--- src/rtl/disp_share_arb.sv ---
// Shares one 2-digit binary path to a 7-segment decoder between two requesters.
// Values are saturated to 0..99 and the shown channel rotates after a dwell time.
module disp_share_arb #(
  parameter int DWELL = 50_000_000,
  parameter int CW    = $clog2(DWELL)
) (
  input  logic       clk,
  input  logic       rst_n,
  input  logic       upd_a,
  input  logic [6:0] val_a,
  input  logic       clr_a,
  input  logic       upd_b,
  input  logic [6:0] val_b,
  input  logic       clr_b,
  output logic       ack_a,
  output logic       ack_b,
  output logic [6:0] bin_out,
  output logic       sel,
  output logic       blank,
  output logic       ovf_a,
  output logic       ovf_b
);

  typedef enum logic [1:0] {
    IDLE   = 2'd0,
    SHOW_A = 2'd1,
    SHOW_B = 2'd2
  } state_t;

  localparam logic [CW-1:0] CNT_MAX = CW'(DWELL - 1);

  function automatic logic [6:0] sat99(input logic [6:0] v);
    return (v > 7'd99) ? 7'd99 : v;
  endfunction

  state_t        state_r, state_nxt_s;
  logic [CW-1:0] cnt_r, cnt_nxt_s;
  logic [6:0]    reg_a_r, reg_b_r;
  logic          has_a_r, has_b_r;
  logic          has_a_nxt_s, has_b_nxt_s;
  logic          ovf_a_r, ovf_b_r;
  logic          ack_a_r, ack_b_r;
  logic          acc_a_s, acc_b_s;

  // Clear beats update; next-state decisions see post-edge has_data values.
  always_comb begin
    acc_a_s = upd_a & ~clr_a;
    acc_b_s = upd_b & ~clr_b;
    if (clr_a) begin
      has_a_nxt_s = 1'b0;
    end else if (upd_a) begin
      has_a_nxt_s = 1'b1;
    end else begin
      has_a_nxt_s = has_a_r;
    end
    if (clr_b) begin
      has_b_nxt_s = 1'b0;
    end else if (upd_b) begin
      has_b_nxt_s = 1'b1;
    end else begin
      has_b_nxt_s = has_b_r;
    end
  end

  // Next-state and dwell counter selection.
  always_comb begin
    state_nxt_s = state_r;
    cnt_nxt_s   = {CW{1'b0}};
    case (state_r)
      IDLE: begin
        if (has_a_nxt_s) begin
          state_nxt_s = SHOW_A;
        end else if (has_b_nxt_s) begin
          state_nxt_s = SHOW_B;
        end else begin
          state_nxt_s = IDLE;
        end
      end
      SHOW_A: begin
        if (!has_a_nxt_s) begin
          state_nxt_s = has_b_nxt_s ? SHOW_B : IDLE;
        end else if ((cnt_r == CNT_MAX) && has_b_nxt_s) begin
          state_nxt_s = SHOW_B;
        end else begin
          state_nxt_s = SHOW_A;
        end
      end
      SHOW_B: begin
        if (!has_b_nxt_s) begin
          state_nxt_s = has_a_nxt_s ? SHOW_A : IDLE;
        end else if ((cnt_r == CNT_MAX) && has_a_nxt_s) begin
          state_nxt_s = SHOW_A;
        end else begin
          state_nxt_s = SHOW_B;
        end
      end
      default: begin
        state_nxt_s = IDLE;
      end
    endcase
    // Counter restarts on any state change, wraps while a channel stays shown.
    if ((state_nxt_s != state_r) || (state_nxt_s == IDLE)) begin
      cnt_nxt_s = {CW{1'b0}};
    end else if (cnt_r == CNT_MAX) begin
      cnt_nxt_s = {CW{1'b0}};
    end else begin
      cnt_nxt_s = cnt_r + CW'(1);
    end
  end

  // State register and dwell counter.
  always_ff @(posedge clk or negedge rst_n) begin
    if (!rst_n) begin
      state_r <= IDLE;
      cnt_r   <= {CW{1'b0}};
    end else begin
      state_r <= state_nxt_s;
      cnt_r   <= cnt_nxt_s;
    end
  end

  // Channel value, data-valid, overflow and acknowledge registers.
  always_ff @(posedge clk or negedge rst_n) begin
    if (!rst_n) begin
      reg_a_r <= 7'd0;
      reg_b_r <= 7'd0;
      has_a_r <= 1'b0;
      has_b_r <= 1'b0;
      ovf_a_r <= 1'b0;
      ovf_b_r <= 1'b0;
      ack_a_r <= 1'b0;
      ack_b_r <= 1'b0;
    end else begin
      has_a_r <= has_a_nxt_s;
      has_b_r <= has_b_nxt_s;
      ack_a_r <= acc_a_s;
      ack_b_r <= acc_b_s;
      if (acc_a_s) begin
        reg_a_r <= sat99(val_a);
        ovf_a_r <= (val_a > 7'd99);
      end else if (clr_a) begin
        ovf_a_r <= 1'b0;
      end else begin
        ovf_a_r <= ovf_a_r;
      end
      if (acc_b_s) begin
        reg_b_r <= sat99(val_b);
        ovf_b_r <= (val_b > 7'd99);
      end else if (clr_b) begin
        ovf_b_r <= 1'b0;
      end else begin
        ovf_b_r <= ovf_b_r;
      end
    end
  end

  // Output decode from registered state.
  always_comb begin
    bin_out = 7'd0;
    sel     = 1'b0;
    blank   = 1'b0;
    case (state_r)
      IDLE: begin
        blank = 1'b1;
      end
      SHOW_A: begin
        bin_out = reg_a_r;
      end
      SHOW_B: begin
        bin_out = reg_b_r;
        sel     = 1'b1;
      end
      default: begin
        blank = 1'b1;
      end
    endcase
  end

  assign ack_a = ack_a_r;
  assign ack_b = ack_b_r;
  assign ovf_a = ovf_a_r;
  assign ovf_b = ovf_b_r;

endmodule

--- config.mk ---
export PLATFORM = sky130hd
export DESIGN_NAME = disp_share_arb
export DESIGN_NICKNAME = d
export VERILOG_FILES = /design/src/rtl/disp_share_arb.sv
export SDC_FILE = /design/constraint.sdc
export NUM_CORES = 1
export LEC_CHECK = 0
export ABC_CLOCK_PERIOD_IN_PS = 4300
export CAP_MARGIN = 20
export CELL_PAD_IN_SITES_DETAIL_PLACEMENT = 0
export CELL_PAD_IN_SITES_GLOBAL_PLACEMENT = 2
export CORE_UTILIZATION = 32
export DETAILED_ROUTE_END_ITERATION = 12
export GPL_ROUTABILITY_DRIVEN = 1
export GPL_TIMING_DRIVEN = 0
export PLACE_DENSITY = 0.81
export REMOVE_ABC_BUFFERS = 1
export SLEW_MARGIN = 20
export SYNTH_ARGS = -nofsm -noshare
export SYNTH_HDL_FRONTEND = slang
export SYNTH_SLANG_ARGS = --single-unit
--- constraint.sdc ---
create_clock -name clk -period 4.3 [get_ports clk]
set_input_delay 0.86 -clock clk [delete_from_list [all_inputs] [get_ports clk]]
set_output_delay 0.86 -clock clk [all_outputs]
set_load 0.01 [all_outputs]
After elaboration in Yosys (flattened, before gate mapping)
Index checks and enable logic that the tools add are counted.
{ "totals": {"reg_bits": 48, "latchBits": 0, "mem_bits_rw": 0, "rom_bits": 0, "inputBits": 20, "out_inout_bits": 13, "word_cells": 52, "memories": 0} }
{ "op_classes": {"addsub": 1, "multipliers": 0, "div": 0, "magnitude_cmp": 2, "n_eq_ne": 4, "n_shift": 0, "mux": 23, "n_bitwise": 4, "n_reduce_logical": 8} }
{ "op_table": {"columns": ["op", "n"], "rows": [
  ["$mux W26", 2],
  ["$add A26 B1 Y26 const B", 1],
  ["$eq A26 B26 Y1 const B", 1],
  ["$gt A7 B7 Y1 const B", 2],
  ["$mux W7", 2],
  ["$pmux W7 S2", 1],
  ["$mux W2", 6],
  ["$mux W1", 11],
  ["$pmux W2 S3", 1],
  ["$logic_not A2 Y1", 2],
  ["$reduce_bool A2 Y1", 2],
  ["$and A1 B1 Y1", 2],
  ["$eq A2 B1 Y1 const B", 1],
  ["$eq A2 B2 Y1 const B", 1],
  ["$logic_and A1 B1 Y1", 2],
  ["$ne A2 B2 Y1", 1],
  ["$not A1 Y1", 2],
  ["$reduce_or A2 Y1", 1],
  ["$logic_or A1 B1 Y1", 1]
]} }

Logic depth before layout (Yosys ltp)
Gate-level depths: netlist of the first run.
{ "logic_depth": {"ltp_word": 9, "ltp_mapped": 9, "depth_no_buf": 8} }

Worst setup path after synthesis of the first run
Ideal clock, no wire load.
{ "synth_timing": {"kind": "input to register", "startpoint": "input port clr_a", "endpoint": "register cnt_r[10]", "setup_time_ps": 123, "arrival_time_ps": 2208, "setup_slack_ps": 1969, "cell_stages": 7, "path_buffers": 1, "path_cell_list": "o21bai_1 -> or4b_1 -> o2111a_1 -> o31a_1 -> o21ai_4 -> buf_8 -> a21oi_2"} }
{ "synth_via": {"elab_chain_cells": 8, "word_cells_on_any_way": 12} }
{ "synth_lines": {"columns": ["element", "line", "rtl"], "rows": [
  ["start: declaration", "11", "input logic clr_a,"],
  ["$mux W1 *", "49", "if (clr_a) begin"],
  ["$logic_and A1 B1 Y1", "91", "end else if ((cnt_r == CNT_MAX) && has_a_nxt_s) begin"],
  ["$mux W2", "91", null],
  ["$mux W2", "89", "if (!has_b_nxt_s) begin"],
  ["$pmux W2 S3 *", "69", "case (state_r)"],
  ["$ne A2 B2 Y1 or $logic_not A2 Y1 (tied branches)", "102", "if ((state_nxt_s != state_r) || (state_nxt_s == IDLE)) begin"],
  ["$logic_or A1 B1 Y1 *", "102", null],
  ["$mux W26 *", "102", null],
  ["net cnt_nxt_s[10]", "37", "logic [CW-1:0] cnt_r, cnt_nxt_s;"],
  ["end signal: assignment", "115", "cnt_r <= {CW{1'b0}};"],
  ["end signal: assignment", "118", "cnt_r <= cnt_nxt_s;"],
  ["end: declaration", "37", null]
]} }
The timed path passes the listed nets; every way through them passes the cells marked *.
A chain may end at the register's enable or synchronous reset.

Final worst setup path of the first run
{ "layout_timing": {"startpoint": "input port clr_a", "endpoint": "register cnt_r[11]"} }
The elaborated chain is that of the path after synthesis.

==> flow_metrics.py, run 1 <==
metrics = {
    "grt": {
        "grt_pass1_wl_um": 10300,
        "antenna_found_initial": 0,
        "grt_pass1_vias": 2136,
        "grt.overflow.total": 0,
        "grt_max_degree": 49,
        "grtUsageTotal_pct": 14.9,
    },
    "cells_and_area": {
        "final_util_pct": 39.3,
        "num_antenna_cells": 0,
        "final_area_um2": 3210,
        "multi_input_area_um2": 1360,
        "seq_area_um2": 1200,
        "fillCellCount": 828,
        "area_delta_synth_final_pct": 19.8,
        "final_common_cell": "dfrtp_1",
        "nets": 320,
        "final_cell_mix": "48 x dfrtp_1, 31 x clkdlybuf4s50_1, 27 x nand2_1",
        "drive_gt1_share_pct": 15.2,
    },
    "placed_design": {
        "hpwlAfterDp_um": 3980,
        "io_buffers": 32,
        "dpl-instance-area_um2": 3090,
        "gp_congestion": 0.761,
    },
    "setup_path": {
        "end_kind": "flip-flop",
        "crit_fanout": 26,
        "critPathLaunchType": "primary input",
        "crit_chain": "clkdlybuf4s50_1 > o21bai_1 > or3_1 > o311ai_1 > o21ai_1 > o21ai_4 > a21boi_0",
        "slowest_delay_ns": 0.84,
        "setup.worst_path.class": "primary input to flip-flop",
        "crit_slowest_cell": "o21ai_4",
        "crit_required_ns": 4.45,
        "cp_data_arrival_time_ns": 3.33,
    },
    "floorplan": {
        "die_height_um": 93.6,
        "die_w_um": 93.6,
        "rows": 33,
        "dieArea_um2": 8750,
        "initial_core_util_pct": 32.8,
        "io_pins": 33,
        "fp.coreArea_um2": 8180,
    },
    "drt": {
        "first_pass_iters": 4,
        "drt_iter0_markers": 97,
        "drc": 0,
        "viasPerCell": 5.03,
        "finalWirelength_um": 5770,
        "avgRoutedWirePerCell_um": 14.4,
        "vias": 2016,
        "final_antenna_net_count": 0,
    },
    "sta": {
        "fin_crit_sh_pct": 74.0,
        "fmax_mhz": 314,
        "setup_tns_ns": 0,
        "final_hold_viol_count": 0,
        "layout_min_cycle_time_ns": 3.18,
        "drv_slew": 0,
        "skew_ns": 0.00426,
        "slew_headroom_pct": 29.8,
        "tightest_slew_ns": 1.05,
        "rsz0062_at_grt": "no",
        "setup_viol": 0,
    },
    "clocking": {
        "clk_pin_slew_worst_paths_ns": 0.09,
        "numClockSinks": 48,
        "post_cts_buffers": 0,
        "cts_buffer_depth": 2,
        "cts_tree": "done",
        "cts-root-buf": "clkbuf_8",
        "post_cts_resized": 0,
        "ctsHtreeMaxLevel": 2,
        "insertion_delay_ns": 0.30,
        "cts_buffers": 5,
        "hold_buffers": 0,
    },
    "power_and_ir_drop": {
        "leakage_nw": 1.30,
        "powerDensity_nw_per_um2": 313,
        "peakVddDrop_mv": 0.160,
        "power_mw": 1.01,
    },
    "hold_path": {
        "hp-class": "flip-flop to flip-flop",
    },
    "yosys": {
        "syn_area_um2": 2680,
        "synth_async_sr_flop_share_pct": 100,
        "avgSynthCellArea_um2": 10.1,
        "ys_ff_latch": 48,
        "ys_types": 49,
        "synth_edf_count": 0,
        "ys.warnings.count": 0,
        "synth-seq-area-share_pct": 44.8,
        "synth_flop_cell": "dfrtp_1",
        "syn_inst": 266,
    },
    "run_status": {
        "status": "completed",
    },
    "run": {
        "drv_cap": 0,
    },
}
-- worst paths after layout --
| path | startpoint | slack, ns | end | cells after the start |
|---|---|---|---|---|
| max in group asynchronous | rst_n | 3.32 | cnt_r[16]$_DFF_PN0_ | 1 |
| worst max register to register | cnt_r[11]$_DFF_PN0_ | 1.56 | cnt_r[11]$_DFF_PN0_ | 6 |
| worst min register to register | reg_b_r[0]$_DFFE_PN0P_ | 0.51 | reg_b_r[0]$_DFFE_PN0P_ | 2 |
| worst max-delay path | clr_a | 1.12 | cnt_r[11]$_DFF_PN0_ | 7 |
| worst min-delay path | reg_b_r[0]$_DFFE_PN0P_ | 0.51 | reg_b_r[0]$_DFFE_PN0P_ | 2 |
| min in group asynchronous | rst_n | 0.56 | ack_a$_DFF_PN0_ | 1 |
-- area by class of cell --
type / instances / share of cell area [%]
clock buffer: 7 / 3.00
sequential: 48 / 37.4
inverter: 13 / 1.52
clock inverter: 1 / 0.934
multi-input combinational: 194 / 42.4
timing repair buffer: 33 / 10.7
tap: 105 / 4.09
-- synthesized netlist by cell type, drive strengths merged (3+ instances only) --
library cell	number	area share, %
inv	12	1.7
xor2	13	4.2
nand2b	4	0.93
nor4	3	0.70
nand3	11	2.1
nand2	27	3.8
a22o	6	2.0
a21oi	30	8.7
nor2	21	2.9
a22oi	7	2.0
nor3	9	2.1
and4	5	1.7
o21ai	6	1.5
xnor2	11	3.6
nand4	6	1.4
clkbuf	6	0.84
buf	5	2.1
ha	5	2.3
dfrtp	48	45
mux2	4	1.7
-- metal layers --
metal | GRT usage [%] | up-vias | wire length, um
li1 | - | 999 | -
met1 | 19.0 | 980 | 2740
met2 | 25.7 | 33 | 2780
met3 | 3.66 | 4 | 234
met4 | 2.56 | 0 | 22
met5 | 0 | - | 0
-- critical path: cells and delay by family --
kind	cells	cell delay, ns
AO/OA/AOI/OAI	5	1.60
buffers and inverters	1	0.43
AND/OR/NAND/NOR	1	0.40
-- cell families after synthesis --
logic type,share of synthesized area (%)
AO/OA/AOI/OAI,18.7
XOR/XNOR,7.84
adder cells (fa/ha/maj),2.33
buffers and inverters,4.80
flip-flops,44.8
multiplexers,2.43
AND/OR/NAND/NOR,19.2
-- flip-flops by register name, indices dropped and copies added (netlist names) --
| signal | cells |
|---|---|
| ack_a | 1 |
| reg_a_r | 7 |
| ack_b | 1 |
| ovf_b | 1 |
| reg_b_r | 7 |
| cnt_r | 26 |
| ovf_a | 1 |
| has_a_r | 1 |
| has_b_r | 1 |
| state_r | 2 |
-- report_power, final --
group / switching [mW] / leakage, nW / internal [mW]
sequential: 0.0170 / 0.639 / 0.475
clock: 0.151 / 0.0645 / 0.205
combinational: 0.0846 / 0.598 / 0.0736
total: 0.253 / 1.30 / 0.754
-- metrics by stage --
stage,hold slack [ns],setup slack (ns),std cells
detailed placement,0.499,0.779,393
floorplan,0.451,1.63,255
finish,0.508,1.12,401
CTS,0.520,1.11,401
global route,0.548,0.915,401
global placement,0.498,0.666,392
(Power assumes the default switching activity.)
==> run 2: changes to the inputs <==
ABC_CLOCK_PERIOD_IN_PS = 2900   (was 4300)
PLACE_DENSITY = 0.84   (was 0.81)
clock period = 2.9 ns   (was 4.3 ns; I/O delays follow)
==> run 2 against run 1 <==
First-iteration DRC count is 30% lower. Clock skew hardly changed. Global-route usage hardly changed. Final cell count increased by 0.50%. Clock power grew 35%. Worst hold slack lost 0.28 ns. Non-clock buffer count rose by 1. Die area unchanged. Critical path depth down 2. Critical path type is now flip-flop to primary output.
==> flow_metrics.py, run 2 (synthesis gave the netlist of run 1 again) <==
metrics = {
    "setup_path": {
        "crit_chain": "inv_1 > ha_1 > a22oi_1 > nor2_1 > clkdlybuf4s50_1",
        "cp_data_arrival_time_ns": 2.18,
        "end_kind": "primary output",
        "setup.worst_path.class": "flip-flop to primary output",
        "r2r_start": "state_r[0]$_DFF_PN0_",
        "reg2reg_slack_ns": 0.32,
        "crit_slowest_cell": "clkdlybuf4s50_1",
        "slowest_delay_ns": 0.55,
        "crit_required_ns": 2.32,
        "critPathLaunchType": "flip-flop",
        "r2r_cells": 7,
        "crit_fanout": 12,
        "r2r_end": "cnt_r[11]$_DFF_PN0_",
    },
    "grt": {
        "grt_max_degree": 29,
        "antenna_found_initial": 0,
        "grt_pass1_vias": 2089,
        "grt_pass1_wl_um": 10200,
        "grt.overflow.total": 0,
        "grtUsageTotal_pct": 14.9,
    },
    "cells_and_area": {
        "top_register": "cnt_r",
        "final_cell_mix": "48 x dfrtp_1, 31 x clkdlybuf4s50_1, 26 x nand2_1",
        "instances_no_fill": 403,
        "final_util_pct": 39.5,
        "drive_gt1_share_pct": 15.8,
        "num_antenna_cells": 0,
        "largest_register_ffs": 26,
        "area_delta_synth_final_pct": 20.5,
        "seq_area_um2": 1200,
        "final_area_um2": 3230,
        "top_regs": "cnt_r: 26 flops, reg_a_r: 7 flops, reg_b_r: 7 flops",
        "final_common_cell": "dfrtp_1",
        "multi_input_area_um2": 1380,
        "fillCellCount": 832,
        "nets": 322,
    },
    "sta": {
        "final_hold_viol_count": 0,
        "setup_viol": 0,
        "worst_slack_ns": 0.137,
        "slew_headroom_pct": 56.5,
        "skew_ns": 0.00454,
        "tightest_slew_ns": 0.650,
        "setup_tns_ns": 0,
        "drv_slew": 0,
        "fin_hold_ws_ns": 0.227,
        "layout_min_cycle_time_ns": 2.76,
        "fin_crit_sh_pct": 95.3,
        "rsz0062_at_grt": "no",
        "fmax_mhz": 362,
    },
    "placed_design": {
        "io_buffers": 32,
        "dp_cells": 394,
        "dpl-instance-area_um2": 3110,
        "hpwlAfterDp_um": 4050,
        "gp_congestion": 0.762,
        "pre_cts_slack_ns": -0.348,
    },
    "run_status": {
        "status": "completed",
    },
    "power_and_ir_drop": {
        "leakage_nw": 1.30,
        "peakVddDrop_mv": 0.186,
        "power_mw": 1.46,
        "powerDensity_nw_per_um2": 452,
    },
    "floorplan": {
        "initial_core_util_pct": 32.8,
        "rows": 33,
        "die_height_um": 93.6,
        "fp.coreArea_um2": 8180,
        "dieArea_um2": 8750,
        "die_w_um": 93.6,
        "io_pins": 33,
    },
    "drt": {
        "final_antenna_net_count": 0,
        "wl_met2_um": 2790,
        "met1_length_um": 2860,
        "viasPerCell": 5.10,
        "avgRoutedWirePerCell_um": 15.0,
        "top_layer": "met4",
        "wl_met3_um": 335,
        "vias": 2054,
        "drc": 0,
        "finalWirelength_um": 6040,
        "first_pass_iters": 4,
        "drt_iter0_markers": 68,
    },
    "clocking": {
        "clk_pin_slew_worst_paths_ns": 0.09,
        "cts_buffers": 5,
        "cts-root-buf": "clkbuf_8",
        "cts_tree": "done",
        "post_cts_buffers": 0,
        "cts_buffer_depth": 2,
        "numClockSinks": 48,
        "ctsHtreeMaxLevel": 2,
        "insertion_delay_ns": 0.30,
    },
    "hold_path": {
        "hp-class": "primary input to asynchronous set/reset pin",
    },
    "run": {
        "drv_cap": 0,
    },
}
## run 2: changes by cell type in the layout (fill, tap and decap cells not counted)
cell	before	now
clkinv_2	0	1
nand2_1	27	26
o21ai_4	1	2
buf_4	1	0
buf_12	0	1
clkbuf_8	7	5
nand2_2	0	1
buf_2	0	1
clkbuf_1	0	1
## run 2: worst max-delay path by stage
stage	from	to	slack, ns	cells past startpoint
after global routing	state_r[0]$_DFF_PN0_	bin_out[2]	0.01	5
after floorplan	cnt_r[0]$_DFF_PN0_	cnt_r[11]$_DFF_PN0_	0.38	7
after global placement	clr_b	cnt_r[11]$_DFF_PN0_	-0.45	5
after detailed placement	clr_a	cnt_r[11]$_DFF_PN0_	-0.35	7
final	state_r[0]$_DFF_PN0_	bin_out[1]	0.14	5
after CTS	clr_a	cnt_r[24]$_DFF_PN0_	0.06	7
## run 2: final cells by class
cell class / count / share of cell area [%]
Multi-Input combinational cell: 195 / 42.7
Sequential cell: 48 / 37.2
Tap cell: 105 / 4.07
Clock inverter: 2 / 1.08
Inverter: 13 / 1.51
Clock buffer: 6 / 2.25
Timing Repair Buffer: 34 / 11.2
## run 2: metal layers
| metal | GRT usage (%) | up-vias |
|---|---|---|
| met4 | 3.08 | 0 |
| met2 | 25.0 | 48 |
| met1 | 19.7 | 989 |
| met5 | 0 | - |
| met3 | 3.17 | 8 |
| li1 | - | 1009 |
## run 2: critical path: cells and delay by family, from the launching register on
family | cells | cell delay, ns
buffers and inverters | 2 | 0.70
and+or+nand+nor | 1 | 0.11
AOI/OAI and AO/OA | 1 | 0.16
adders and majority gates | 1 | 0.45
DFF | 1 | 0.45
## run 2: repair_timing
| item | 4_1_cts | 5_1_grt |
|---|---|---|
| pin swaps | 1 | 0 |
| gates cloned | 1 | 0 |
| endpoints found under the setup margin | 1 | 14 |
| gates resized for setup | 0 | 2 |
| hold buffers | 0 | 0 |
## run 2: report_power, final
group | internal (mW) | switching [mW]
Combinational | 0.112 | 0.137
Clock | 0.256 | 0.225
Sequential | 0.704 | 0.0262
